[src/rtl/pipe_stage_reg.sv]
// pipe_stage_reg -- generic inter-stage pipeline register for the five-stage core.
//
// One instruction slot (PC, instruction word, opaque payload) with a
// valid/ready handshake. A flush discards every held and incoming entry and
// leaves a bubble that carries flush_pc. A drained slot leaves a bubble that
// keeps the last PC. Whenever out_valid is 0, out_instr and out_data read 0.
//
// Optional feature macro: PIPE_STAGE_SKID_EN
//   defined   : main register plus one skid entry; in_ready is a flop output
//               with no combinational path from out_ready; occupancy 0..2.
//   undefined : main register only; in_ready = !out_valid | out_ready;
//               occupancy 0..1.
//
// Ports
//   clk, reset          clock; asynchronous active-high reset
//   in_valid/in_ready   upstream handshake
//   in_pc/in_instr      incoming instruction PC and word
//   in_data             incoming payload (DATA_W bits)
//   flush/flush_pc      discard all entries, bubble takes flush_pc
//   out_valid/out_ready downstream handshake
//   out_pc/out_instr    outgoing PC (or bubble PC) and word (0 when invalid)
//   out_data            outgoing payload (0 when invalid)
//   occupancy           number of valid entries held
module pipe_stage_reg #(
   parameter int          DATA_W   = 96,
   parameter logic [31:0] RESET_PC = 32'h0000_3000
) (
   input  logic              clk,
   input  logic              reset,
   input  logic              in_valid,
   output logic              in_ready,
   input  logic [31:0]       in_pc,
   input  logic [31:0]       in_instr,
   input  logic [DATA_W-1:0] in_data,
   input  logic              flush,
   input  logic [31:0]       flush_pc,
   output logic              out_valid,
   input  logic              out_ready,
   output logic [31:0]       out_pc,
   output logic [31:0]       out_instr,
   output logic [DATA_W-1:0] out_data,
   output logic [1:0]        occupancy
);

   logic              m_vld_p1;
   logic [31:0]       m_pc_p1;
   logic [31:0]       m_instr_p1;
   logic [DATA_W-1:0] m_data_p1;

   logic              in_xfer;
   logic              out_xfer;
   logic              m_load;
   logic [31:0]       m_pc_nxt;
   logic [31:0]       m_instr_nxt;
   logic [DATA_W-1:0] m_data_nxt;

   assign in_xfer  = in_valid & in_ready;
   assign out_xfer = m_vld_p1 & out_ready;

`ifdef PIPE_STAGE_SKID_EN
   logic              skid_vld_p0;
   logic [31:0]       skid_pc_p0;
   logic [31:0]       skid_instr_p0;
   logic [DATA_W-1:0] skid_data_p0;
   logic              skid_load;

   // Ready depends only on the skid flop, so out_ready never reaches in_ready.
   assign in_ready = ~skid_vld_p0;

   always_comb begin
      m_load      = 1'b0;
      skid_load   = 1'b0;
      m_pc_nxt    = in_pc;
      m_instr_nxt = in_instr;
      m_data_nxt  = in_data;
      if (out_xfer && skid_vld_p0) begin
         // in_ready is low while the skid is full, so no input competes here.
         m_load      = 1'b1;
         m_pc_nxt    = skid_pc_p0;
         m_instr_nxt = skid_instr_p0;
         m_data_nxt  = skid_data_p0;
      end else if (in_xfer && (!m_vld_p1 || out_xfer)) begin
         m_load = 1'b1;
      end else if (in_xfer) begin
         skid_load = 1'b1;
      end
   end

   // ---- skid stage ----
   always_ff @(posedge clk or posedge reset) begin
      if (reset) begin
         skid_vld_p0 <= 1'b0;
      end else if (flush) begin
         skid_vld_p0 <= 1'b0;
      end else if (skid_load) begin
         skid_vld_p0 <= 1'b1;
      end else if (out_xfer) begin
         skid_vld_p0 <= 1'b0;
      end
   end

   always_ff @(posedge clk) begin
      if (skid_load) begin
         skid_pc_p0    <= in_pc;
         skid_instr_p0 <= in_instr;
         skid_data_p0  <= in_data;
      end
   end

   assign occupancy = {1'b0, m_vld_p1} + {1'b0, skid_vld_p0};
`else
   assign in_ready    = ~m_vld_p1 | out_ready;
   assign m_load      = in_xfer;
   assign m_pc_nxt    = in_pc;
   assign m_instr_nxt = in_instr;
   assign m_data_nxt  = in_data;
   assign occupancy   = {1'b0, m_vld_p1};
`endif

   // ---- main stage ----
   always_ff @(posedge clk or posedge reset) begin
      if (reset) begin
         m_vld_p1 <= 1'b0;
         m_pc_p1  <= RESET_PC;
      end else if (flush) begin
         m_vld_p1 <= 1'b0;
         m_pc_p1  <= flush_pc;
      end else if (m_load) begin
         m_vld_p1 <= 1'b1;
         m_pc_p1  <= m_pc_nxt;
      end else if (out_xfer) begin
         // Drained with no refill: the bubble keeps the drained PC.
         m_vld_p1 <= 1'b0;
      end
   end

   // Word and payload need no reset: they are masked to 0 while invalid.
   always_ff @(posedge clk) begin
      if (m_load && !flush) begin
         m_instr_p1 <= m_instr_nxt;
         m_data_p1  <= m_data_nxt;
      end
   end

   assign out_valid = m_vld_p1;
   assign out_pc    = m_pc_p1;
   assign out_instr = m_vld_p1 ? m_instr_p1 : 32'd0;
   assign out_data  = m_vld_p1 ? m_data_p1 : '0;

endmodule

[config.mk]
export PLATFORM = sky130hd
export DESIGN_NAME = pipe_stage_reg
export DESIGN_NICKNAME = d
export VERILOG_FILES = /design/src/rtl/pipe_stage_reg.sv
export SDC_FILE = /design/constraint.sdc
export NUM_CORES = 1
export LEC_CHECK = 0
export BUFFER_PORTS_ARGS = -buffer_cell sky130_fd_sc_hd__buf_2
export CORE_ASPECT_RATIO = 0.6
export CORE_MARGIN = 8
export CORE_UTILIZATION = 44
export DETAILED_ROUTE_END_ITERATION = 6
export GPL_TIMING_DRIVEN = 0
export PLACE_DENSITY = 0.86
export SLEW_MARGIN = 40
export SYNTH_ARGS = -nofsm -noshare
export SYNTH_HDL_FRONTEND = slang
export SYNTH_SLANG_ARGS = --single-unit
export TNS_END_PERCENT = 10
[constraint.sdc]
create_clock -name clk -period 7.48 [get_ports clk]
set_input_delay 0.374 -clock clk [delete_from_list [all_inputs] [get_ports clk]]
set_output_delay 0.374 -clock clk [all_outputs]
set_load 0.05 [all_outputs]
; ---- Yosys cells after proc, flatten, opt, wreduce, memory -nomap -nowiden
; Cells that the tools add are included.
; Widths: inputs -> output; s select.
[op_classes]
mux = 7
bitwise_logic = 4
reduce_logical = 4
[ops]
columns = op, count
row1 = $mux 32, 3
row2 = $mux 96, 1
row3 = $mux 1, 3
row4 = $reduce_bool 3->1, 1
row5 = $and 1x1->1, 2
row6 = $reduce_bool 2->1, 1
row7 = $logic_and 1x1->1, 1
row8 = $logic_not 1->1, 1
row9 = $not 1->1, 1
row10 = $or 1x1->1, 1
[totals]
register_bits = 161
in_bits = 197
out_inout_bits = 164
word_cells = 19

; ---- Logic depth before layout (Yosys ltp)
; Gate-level depths: netlist of run 1.
[logic_depth]
word_depth = 5
mapped_depth = 4
mapped_depth_nobuf = 3

; ---- Least setup slack after synthesis of run 1
; No wires, ideal clock.
[synth_path]
path_kind = reg2reg
start = register m_vld_p1 (netlist: out_valid)
end = register m_data_p1[0], enable pin
setup_time_ns = 0.616
arrival_time_ns = 6.362
required_time_ns = 6.864
setup_slack_ns = 0.502
stages_incl_launch_ff = 4
n_path_buf = 0
period_less_slack_ns = 6.978
path_cell_list = dfrtp_1 -> nand2b_2 -> nand2_1 -> nor2_1
[synth_via]
elab_chain_cells = 4
[synth_lines]
columns = item, line
row1 = "start, declared", 45  ; logic m_vld_p1;
row2 = "start signal, assigned", 123  ; m_vld_p1 <= 1'b0;
row3 = "start signal, assigned", 126  ; m_vld_p1 <= 1'b0;
row4 = "start signal, assigned", 129  ; m_vld_p1 <= 1'b1;
row5 = $not 1->1, 112  ; assign in_ready = ~m_vld_p1 | out_ready;
row6 = $or 1x1->1, 112
row7 = net in_ready, 31  ; output logic in_ready,
row8 = $and 1x1->1, 57  ; assign in_xfer = in_valid & in_ready;
row9 = $logic_and 1x1->1, 139  ; if (m_load && !flush) begin
row10 = "end signal, assigned", 141  ; m_data_p1 <= m_data_nxt;
row11 = "end, declared", 48  ; logic [DATA_W-1:0] m_data_p1;
; The timed path passes the listed nets, and every way through them passes these cells.
; A chain may end at the register's enable or synchronous reset.

; ---- Worst setup path after layout of run 1
[layout_path]
start = register m_vld_p1 (netlist: out_valid)
end = output port out_data[18]
[layout_via]
elab_chain_cells = 1
[layout_lines]
columns = item, line
row1 = $mux 96, 148  ; assign out_data = m_vld_p1 ? m_data_p1 : '0;
row2 = "end, declared", 41  ; output logic [DATA_W-1:0] out_data,
; Every way passes these cells.

==> impl_metrics.ini, run 1 <==
[routing]
wl_per_cell_um = 19.13
ant_nets = 0
dr.pass1.iters = 4
via_per_inst = 4.512
drt_iter0_markers = 265
routed_wl_um = 18730
route.detailed.drc = 0
dr_total_vias = 4417

[sta]
slew_viol_final = 0
hold_viol = 0
post-route-period-util_pct = 35.17
whs_ns = 0.06264
relSlewSlack_pct = 53.47
setup_viol = 0
layout_setup_ws_ns = 4.850
rsz0062_at_grt = no
setup_tns_ns = 0
layout_min_cycle_time_ns = 2.630
fmax_mhz = 380.2
worst_slew_pin_slew_ns = 0.6980
skew_ns = 0.006755

[power]
seqPwrFrac_pct = 44.4
clockPowerShare_pct = 37.7
power.internal_w = 0.001696
powerDensity_mw_per_mm2 = 253.9
switching_share_pct = 28.05
irDropWorstVdd_mv = 0.1327
p_comb_share_pct = 18.0
p_sw_w = 0.0006612
p_leak_nw = 4.348

[worst_setup_path]
cp-end-kind = output pin
r2r-end = m_data_p1[25]
critPathKind = flip-flop to output pin
reg2reg_from = out_valid
ff2ff_setup_slack_ns = 5.41
reg2regPathDepth = 7
crit_required_ns = 7.11
critical_path_arrival_ns = 2.26
startpoint_type = flip-flop
worstPathMaxFanout = 10

[hold_path]
hp-class = input port to async pin

[finish]
fin_nets = 965
drive_gt1_share_pct = 60.77
postLayoutCoreUtil_pct = 64.17
synthToLayoutAreaGrowth_pct = 42.87

[die]
start_util_pct = 44.91
core_area_mm2 = 0.01446
die_h_um = 110.1
num_rows = 34
die_area_mm2 = 0.01904
fp.dieW_um = 172.9
io_pins = 361

[place]
io_buffers = 358
routabilityCongestion = 0.8400
post-dp-hpwl_um = 14950
pre_cts_ws_ns = 5.277

[synth]
ys_types = 16
avgSynthCellArea_um2 = 16.92
synth_common_cells = 128 x and2_1, 128 x edfxtp_1, 34 x mux2_2, 31 x dfrtp_1, 30 x mux2_4
synth_area_leaders = edfxtp_1 59%, and2_1 12%, dfrtp_1 12%
synth_fp_nets = 581
synth_top_area_share_pct = 59.17
yosys.area.top_type = edfxtp_1
synthesis.area_mm2 = 0.006496
synth-seq-cells = 161
synth-edff-count = 128
async_reset_ff_share_pct = 20.50
yosysWarnings = 0
synth_ff_type = edfxtp_1
ys_seq_area_share_pct = 71.92
syn_inst = 384

[clock_network]
clock_path_buffers = 2
h-tree-depth = 4
clock-sinks = 161
ctsResizeCount = 0
tritoncts = done
cts_setup_buffers = 0
cts_root_buf = clkbuf_16
clk_pin_slew_ns = 0.06
cts_buffers = 17
hold_buffers = 0
insertion_delay_ns = 0.41

[global_route]
grt_use_total_pct = 18.83
grt_max_degree = 34
grt_pass1_vias = 4721
antenna_found_initial = 0
grt_pass1_wl_um = 27230
grt-ovfl-total = 0

[outcome]
status = completed

[job]
maxCapViolCount = 0
[worst max path at each step]
stage,endpoint,depth (start not counted),startpoint,slack (ns)
3_5_place_dp,out_data[18],4,out_valid,5.28
5_1_grt,out_data[15],4,out_valid,4.66
6_report,out_data[18],4,out_valid,4.85
4_1_cts,out_data[18],4,out_valid,4.82
3_3_place_gp,m_instr_p1[26],3,flush,-1.29
2_1_floorplan,m_data_p1[0],3,out_valid,0.50
[worst max-delay path: stages (launching register included)]
cell      delay (ns)
dfrtp_1         0.45
clkbuf_1        0.57
clkbuf_1        0.38
and2_1          0.19
buf_2           0.26
[sequential cells by signal (all words and copies together), names as in the netlist]
signal	count
m_instr_p1	32
out_pc	32
m_data_p1	96
out_valid	1
[cell families after synthesis]
logic type / Yosys count / share of synthesized area, %
DFF: 161 / 71.92
and+or+nand+nor: 131 / 12.58
muxes: 64 / 12.83
buffers and inverters: 25 / 2.311
AOI/OAI and AO/OA: 2 / 0.3080
other: 1 / 0.05773
[final cells by class]
| cell class | count | area, um2 |
|---|---|---|
| fill | 1087 | 5182 |
| multi-input combinational | 198 | 1682 |
| inverter | 2 | 7.507 |
| sequential | 161 | 4672 |
| buffer | 23 | 142.6 |
| clock inverter | 14 | 180.2 |
| clock buffer | 17 | 425.4 |
| timing repair buffer | 365 | 1922 |
| antenna | 1 | 2.502 |
| tap | 198 | 247.7 |
[layer usage]
metal	part of all wire, %	GRT usage, %
met4	0.53	4.225
met2	53	35.07
met3	7.6	6.599
met1	38	20.86
met5	0	0
[layout by cell type (no fill, tap or decap), drive strengths merged]
cell / count
a21o: 1
a21oi: 1
and2: 128
buf: 374
bufinv: 3
clkbuf: 31
clkinv: 6
clkinvlp: 1
conb: 1
dfrtp: 31
dfstp: 2
diode: 1
edfxtp: 128
inv: 6
mux2: 64
nand2: 1
nand2b: 1
nor2: 1
[through the flow]
stage / power, W / instances / area [um2]
3_3_place_gp: 0.001482 / 940 / 8536
4_1_cts: 0.002383 / 978 / 9279
5_1_grt: 0.002439 / 978 / 9279
6_report: 0.002357 / 979 / 9281
3_5_place_dp: 0.001491 / 947 / 8673
2_1_floorplan: 0.001354 / 384 / 6496
[power by group through the flow]
stage,registers [W],logic [W],clock network [W]
floorplan,0.00114,0.000213,0
global placement,0.00107,0.000411,0
detailed placement,0.00106,0.000428,0
CTS,0.00105,0.000429,0.000909
global route,0.00105,0.000445,0.000944
finish,0.00105,0.000424,0.000888
Power figures use the tool's default switching activity.
==> run 2: changes to the inputs <==
CORE_UTILIZATION = 40   (was 44)
PLACE_DENSITY = 0.82   (was 0.86)
clock period = 2.4 ns   (was 7.48 ns; I/O delays follow)
==> run 2 against run 1 <==
Sequential share of layout area decreased by 6.2 points. Via count increased by 17%. Final cell count increased by 15%. Routed wire length increased by 16%. Utilization increased by 1.7 points. First-iteration DRC count increased by 12%. Setup slack got worse by 4.7 ns. Global-route usage increased by 2.0 points. Clock skew increased by 0.0043 ns. Die area increased by 8.8%. Largest power group unchanged. Critical path type unchanged. Clock power increased to 3.0 times the previous value.
==> impl_metrics.ini, run 2 (synthesis results as in run 1) <==
[finish]
design_area_mm2 = 0.01059
drive_gt1_share_pct = 52.31
largest_reg_flops = 96
final_common_cell = buf_2
final_cell_mix = 358 x buf_2, 130 x dlygate4sd3_1, 128 x and2_1, 128 x edfxtp_1, 34 x mux2_2
top_register = m_data_p1
synthToLayoutAreaGrowth_pct = 62.94
fin_nets = 1094

[die]
core_area_mm2 = 0.01608
die_area_mm2 = 0.02071
start_util_pct = 40.40
io_pins = 361
fp.dieW_um = 180.5
num_rows = 36
die_h_um = 114.7

[routing]
dr_total_vias = 5152
ant_nets = 0
route.detailed.drc = 0
dr.pass1.iters = 5
drt_iter0_markers = 296
routed_wl_um = 21790
via_per_inst = 4.592
wl_per_cell_um = 19.42

[worst_setup_path]
reg2reg_from = out_valid
cp-end-kind = output pin
cp_num_cells = 4
critPathKind = flip-flop to output pin
startpoint = out_valid
cpMostUsedCell = clkbuf_1
startpoint_type = flip-flop
crit_family = buffers and inverters
cpPeakStageDelay_ns = 0.58
reg2regPathDepth = 6
critPathSlowestCell = dfrtp_4
ff2ff_setup_slack_ns = 0.21
cp_num_buf_inv = 3
r2r-end = m_data_p1[72]
worstPathMaxFanout = 14
crit_required_ns = 2.28
path_cells = clkbuf_1, clkbuf_1, and2_1, buf_2
critical_path_arrival_ns = 2.11

[sta]
whs_ns = 0.03206
relSlewSlack_pct = 55.05
rsz0062_at_grt = no
fmax_mhz = 447.5
layout_min_cycle_time_ns = 2.235
hold_viol = 0
setup_viol = 0
worst_slew_pin_slew_ns = 0.6733
skew_ns = 0.01105
slew_viol_final = 0
post-route-period-util_pct = 93.12

[global_route]
grt_pass1_wl_um = 33130
antenna_found_initial = 4
grt-ovfl-total = 0
grt_pass1_vias = 5779
grt_use_total_pct = 20.83
grt_max_degree = 34

[place]
post-dp-hpwl_um = 14680
place_area_mm2 = 0.008696
io_buffers = 358
routabilityCongestion = 0.8470

[clock_network]
h-tree-depth = 4
clk_pin_slew_ns = 0.06
cts_root_buf = clkbuf_16
tritoncts = done
cts_setup_buffers = 0
cts_buffers = 17
clock-sinks = 161
clock_path_buffers = 2
insertion_delay_ns = 0.41

[power]
power.internal_w = 0.005250
p_comb_share_pct = 20.3
irDropWorstVdd_mv = 0.4188
seqPwrFrac_pct = 44.0
p_leak_nw = 4.882
p_sw_w = 0.002179
clockPowerShare_pct = 35.7
powerDensity_mw_per_mm2 = 701.8
switching_share_pct = 29.33

[outcome]
status = completed

[hold_path]
hold_end = out_valid
worstHoldPathCells = 3
hp-start = out_ready
hp-class = input port to flip-flop

[job]
maxCapViolCount = 0
[run 2: tightest hold or removal path, stage by stage]
cell and delay (ns):
buf_2 0.07, nand2b_4 0.14, a21oi_1 0.07
[run 2: worst max-delay path by stage]
| stage | to | slack [ns] |
|---|---|---|
| floorplan | m_data_p1[0] | -0.77 |
| global placement | m_data_p1[4] | -1.32 |
| detailed placement | m_data_p1[69] | 0.33 |
| CTS | out_data[85] | 0.09 |
| global route | out_data[80] | 0.03 |
| finish | out_data[85] | 0.17 |
[run 2: per-layer routing]
layer  wire length (um)  up-vias  share of wire [%]  track usage, %
met4                340        2                1.6           6.524
met2              11530      266                 53           38.16
met3               1666       26                7.6           7.224
li1                   -     2375                  -               -
met5                 13        -              0.060               0
met1               8234     2483                 38           22.65
[run 2: cell type report]
cell class / count / area [um2]
Timing Repair Buffer: 495 / 3223
Fill cell: 1126 / 5495
Sequential cell: 161 / 4676
Clock buffer: 19 / 432.9
Inverter: 2 / 7.507
Antenna cell: 3 / 7.507
Multi-Input combinational cell: 198 / 1689
Clock inverter: 13 / 148.9
Buffer: 22 / 138.9
Tap cell: 209 / 261.5
[run 2: timing repair]
action                                  in CTS  in global routing
endpoints found under the setup margin      22                 18
cloned                                       0                  0
hold buffers                               130                  0
resized for setup                            0                  1
endpoints found under the hold margin      160                  0
[run 2: power groups by stage]
stage / sequential (W) / clock (W) / combinational, W
finish: 0.00327 / 0.00265 / 0.00151
global route: 0.00328 / 0.00283 / 0.00158
CTS: 0.00326 / 0.00272 / 0.00150
detailed placement: 0.00331 / 0 / 0.00133
global placement: 0.00332 / 0 / 0.00128
floorplan: 0.00354 / 0 / 0.000668
[run 2: per-stage QoR]
stage	cells	power [W]	util (%)	setup WS, ns	TNS, ns
floorplan	384	0.004208	-	-0.7722	-98.84
detailed placement	958	0.004642	54.08	0.3266	0
CTS	1119	0.007481	65.76	0.09449	0
global route	1122	0.007697	65.83	0.03096	0
finish	1122	0.007429	65.83	0.1652	0
global placement	951	0.004597	53.27	-1.320	-167.96
==> run 3: changes to the inputs <==
CELL_PAD_IN_SITES_DETAIL_PLACEMENT = 0   (was default)
CELL_PAD_IN_SITES_GLOBAL_PLACEMENT = 1   (was default)
CORE_UTILIZATION = 31   (was 40)
==> run 3 against run 2 <==
Setup slack improved by 0.029 ns. Clock-buffer cell count decreased by 1. Via count decreased by 2.7%. Critical path depth increased by 3. Die area increased by 26%. Fmax increased by 1.3%. Utilization decreased by 14 points. Routed wire length decreased by 0.69%. Final area increased by 1.8%. Highest routed layer is now met4. Clock power increased by 13%. Clock skew decreased by 0.00069 ns. Final cell count increased by 6.2%.
==> impl_metrics.ini, run 3 (synthesis results as in run 1) <==
[outcome]
status = completed

[global_route]
grt_use_total_pct = 16.43
grt_pass1_wl_um = 32700
grt-ovfl-total = 0
antenna_found_initial = 4
grt_max_degree = 34
grt_pass1_vias = 5583

[worst_setup_path]
critical_path_arrival_ns = 2.32
worstPathMaxFanout = 22
critPathKind = flip-flop to flip-flop
crit_required_ns = 2.51
startpoint_type = flip-flop
cp-end-kind = flip-flop

[finish]
final_common_cell = buf_2
fillers = 1774
instances_no_fill = 1192
largest_reg_flops = 96
drive_gt1_share_pct = 52.48
postLayoutCoreUtil_pct = 51.85
synthToLayoutAreaGrowth_pct = 65.81
final_cell_mix = 358 x buf_2, 130 x dlygate4sd3_1, 128 x and2_1, 128 x edfxtp_1, 34 x mux2_2
fin_nets = 1094
top_register = m_data_p1

[place]
io_buffers = 358
place_inst = 1028
pre_cts_ws_ns = 0.3113
routabilityCongestion = 0.8257
post-dp-hpwl_um = 16140

[sta]
layout_setup_ws_ns = 0.1944
fmax_mhz = 453.4
skew_ns = 0.01037
setup_viol = 0
whs_ns = 0.04369
worst_slew_pin_slew_ns = 0.7162
rsz0062_at_grt = no
post-route-period-util_pct = 91.90
hold_viol = 0
relSlewSlack_pct = 52.18
setup_tns_ns = 0
slew_viol_final = 0
layout_min_cycle_time_ns = 2.206

[power]
p_leak_nw = 4.925
powerDensity_mw_per_mm2 = 721.3
irDropWorstVdd_mv = 0.4211

[clock_network]
cts_setup_buffers = 0
h-tree-depth = 4
tritoncts = done
insertion_delay_ns = 0.40
clock-sinks = 161
cts_root_buf = clkbuf_16
cts_buffers = 17
clock_path_buffers = 2
clk_pin_slew_ns = 0.06

[routing]
ant_nets = 0
dr_total_vias = 5012
routed_wl_um = 21640
dr.pass1.iters = 4
route.detailed.drc = 0
wl_per_cell_um = 18.15
drt_iter0_markers = 188
via_per_inst = 4.205

[die]
num_rows = 41
die_area_mm2 = 0.02600
core_area_mm2 = 0.02078
start_util_pct = 31.27
die_h_um = 128.1
io_pins = 361
fp.dieW_um = 202.9

[hold_path]
hp-class = input port to flip-flop

[job]
maxCapViolCount = 0
## run 3: cell count changes in the layout (fill, tap and decap cells not counted), moves of 2 or more
cell / delta
bufinv_16: +4
clkinv_4: -4
buf_16: +2
buf_8: -2
clkbuf_1: -2
## run 3: through the flow
stage	instance area (um2)	power, W
after floorplan	6513	0.004208
after global placement	8653	0.004623
after detailed placement	8808	0.004664
after CTS	10760	0.007863
after global routing	10770	0.008062
final	10770	0.007769
## run 3: final timing paths
path	start	end	slack (ns)	cells after the start
max	out_valid	m_data_p1[24]	0.19	7
min	out_ready	out_valid	0.04	3
max reg2reg	out_valid	m_data_p1[24]	0.19	7
min reg2reg	out_pc[16]	out_pc[16]	0.50	1
max in group asynchronous	reset	out_valid	1.49	3
min in group asynchronous	reset	out_pc[5]	0.37	3
## run 3: where the power goes
part / internal (W) / total [W] / switching, W
clock: 0.00187 / 0.00299 / 0.00112
combinational: 0.000580 / 0.00151 / 0.000934
sequential: 0.00320 / 0.00326 / 0.0000659
total: 0.00565 / 0.00777 / 0.00212
## run 3: layout make-up
type,count,area (um2),area share (%)
flip-flops and latches,161,4676,43.41
repair buffers,495,3248,30.15
multi-input cells,198,1689,15.68
clock buffers,18,429.2,3.984
well taps,279,349.1,3.241
clock inverters,13,222.7,2.068
plain buffers,22,140.1,1.301
diodes,4,10.01,0.09293
inverters,2,7.507,0.06969
## run 3: critical path, cell delays in order, from the launching register on
cell and delay (ns):
dfrtp_4 0.61, nand2b_4 0.16, nand2_2 0.08, nor2_4 0.25, buf_16 0.20, buf_8 0.21, buf_8 0.19, buf_16 0.18
## run 3: routing by layer
metal	vias up	track usage [%]	share of wire (%)
li1	2372	-	-
met3	20	5.780	8.2
met4	0	5.438	1.6
met5	-	0	0
met2	246	28.22	50
met1	2374	19.00	41
## run 3: what timing repair did
action | in CTS | in global routing
endpoints found under the hold margin | 160 | 0
setup endpoints to repair | 100 | 20
hold buffers | 130 | 0
gates resized for setup | 0 | 3
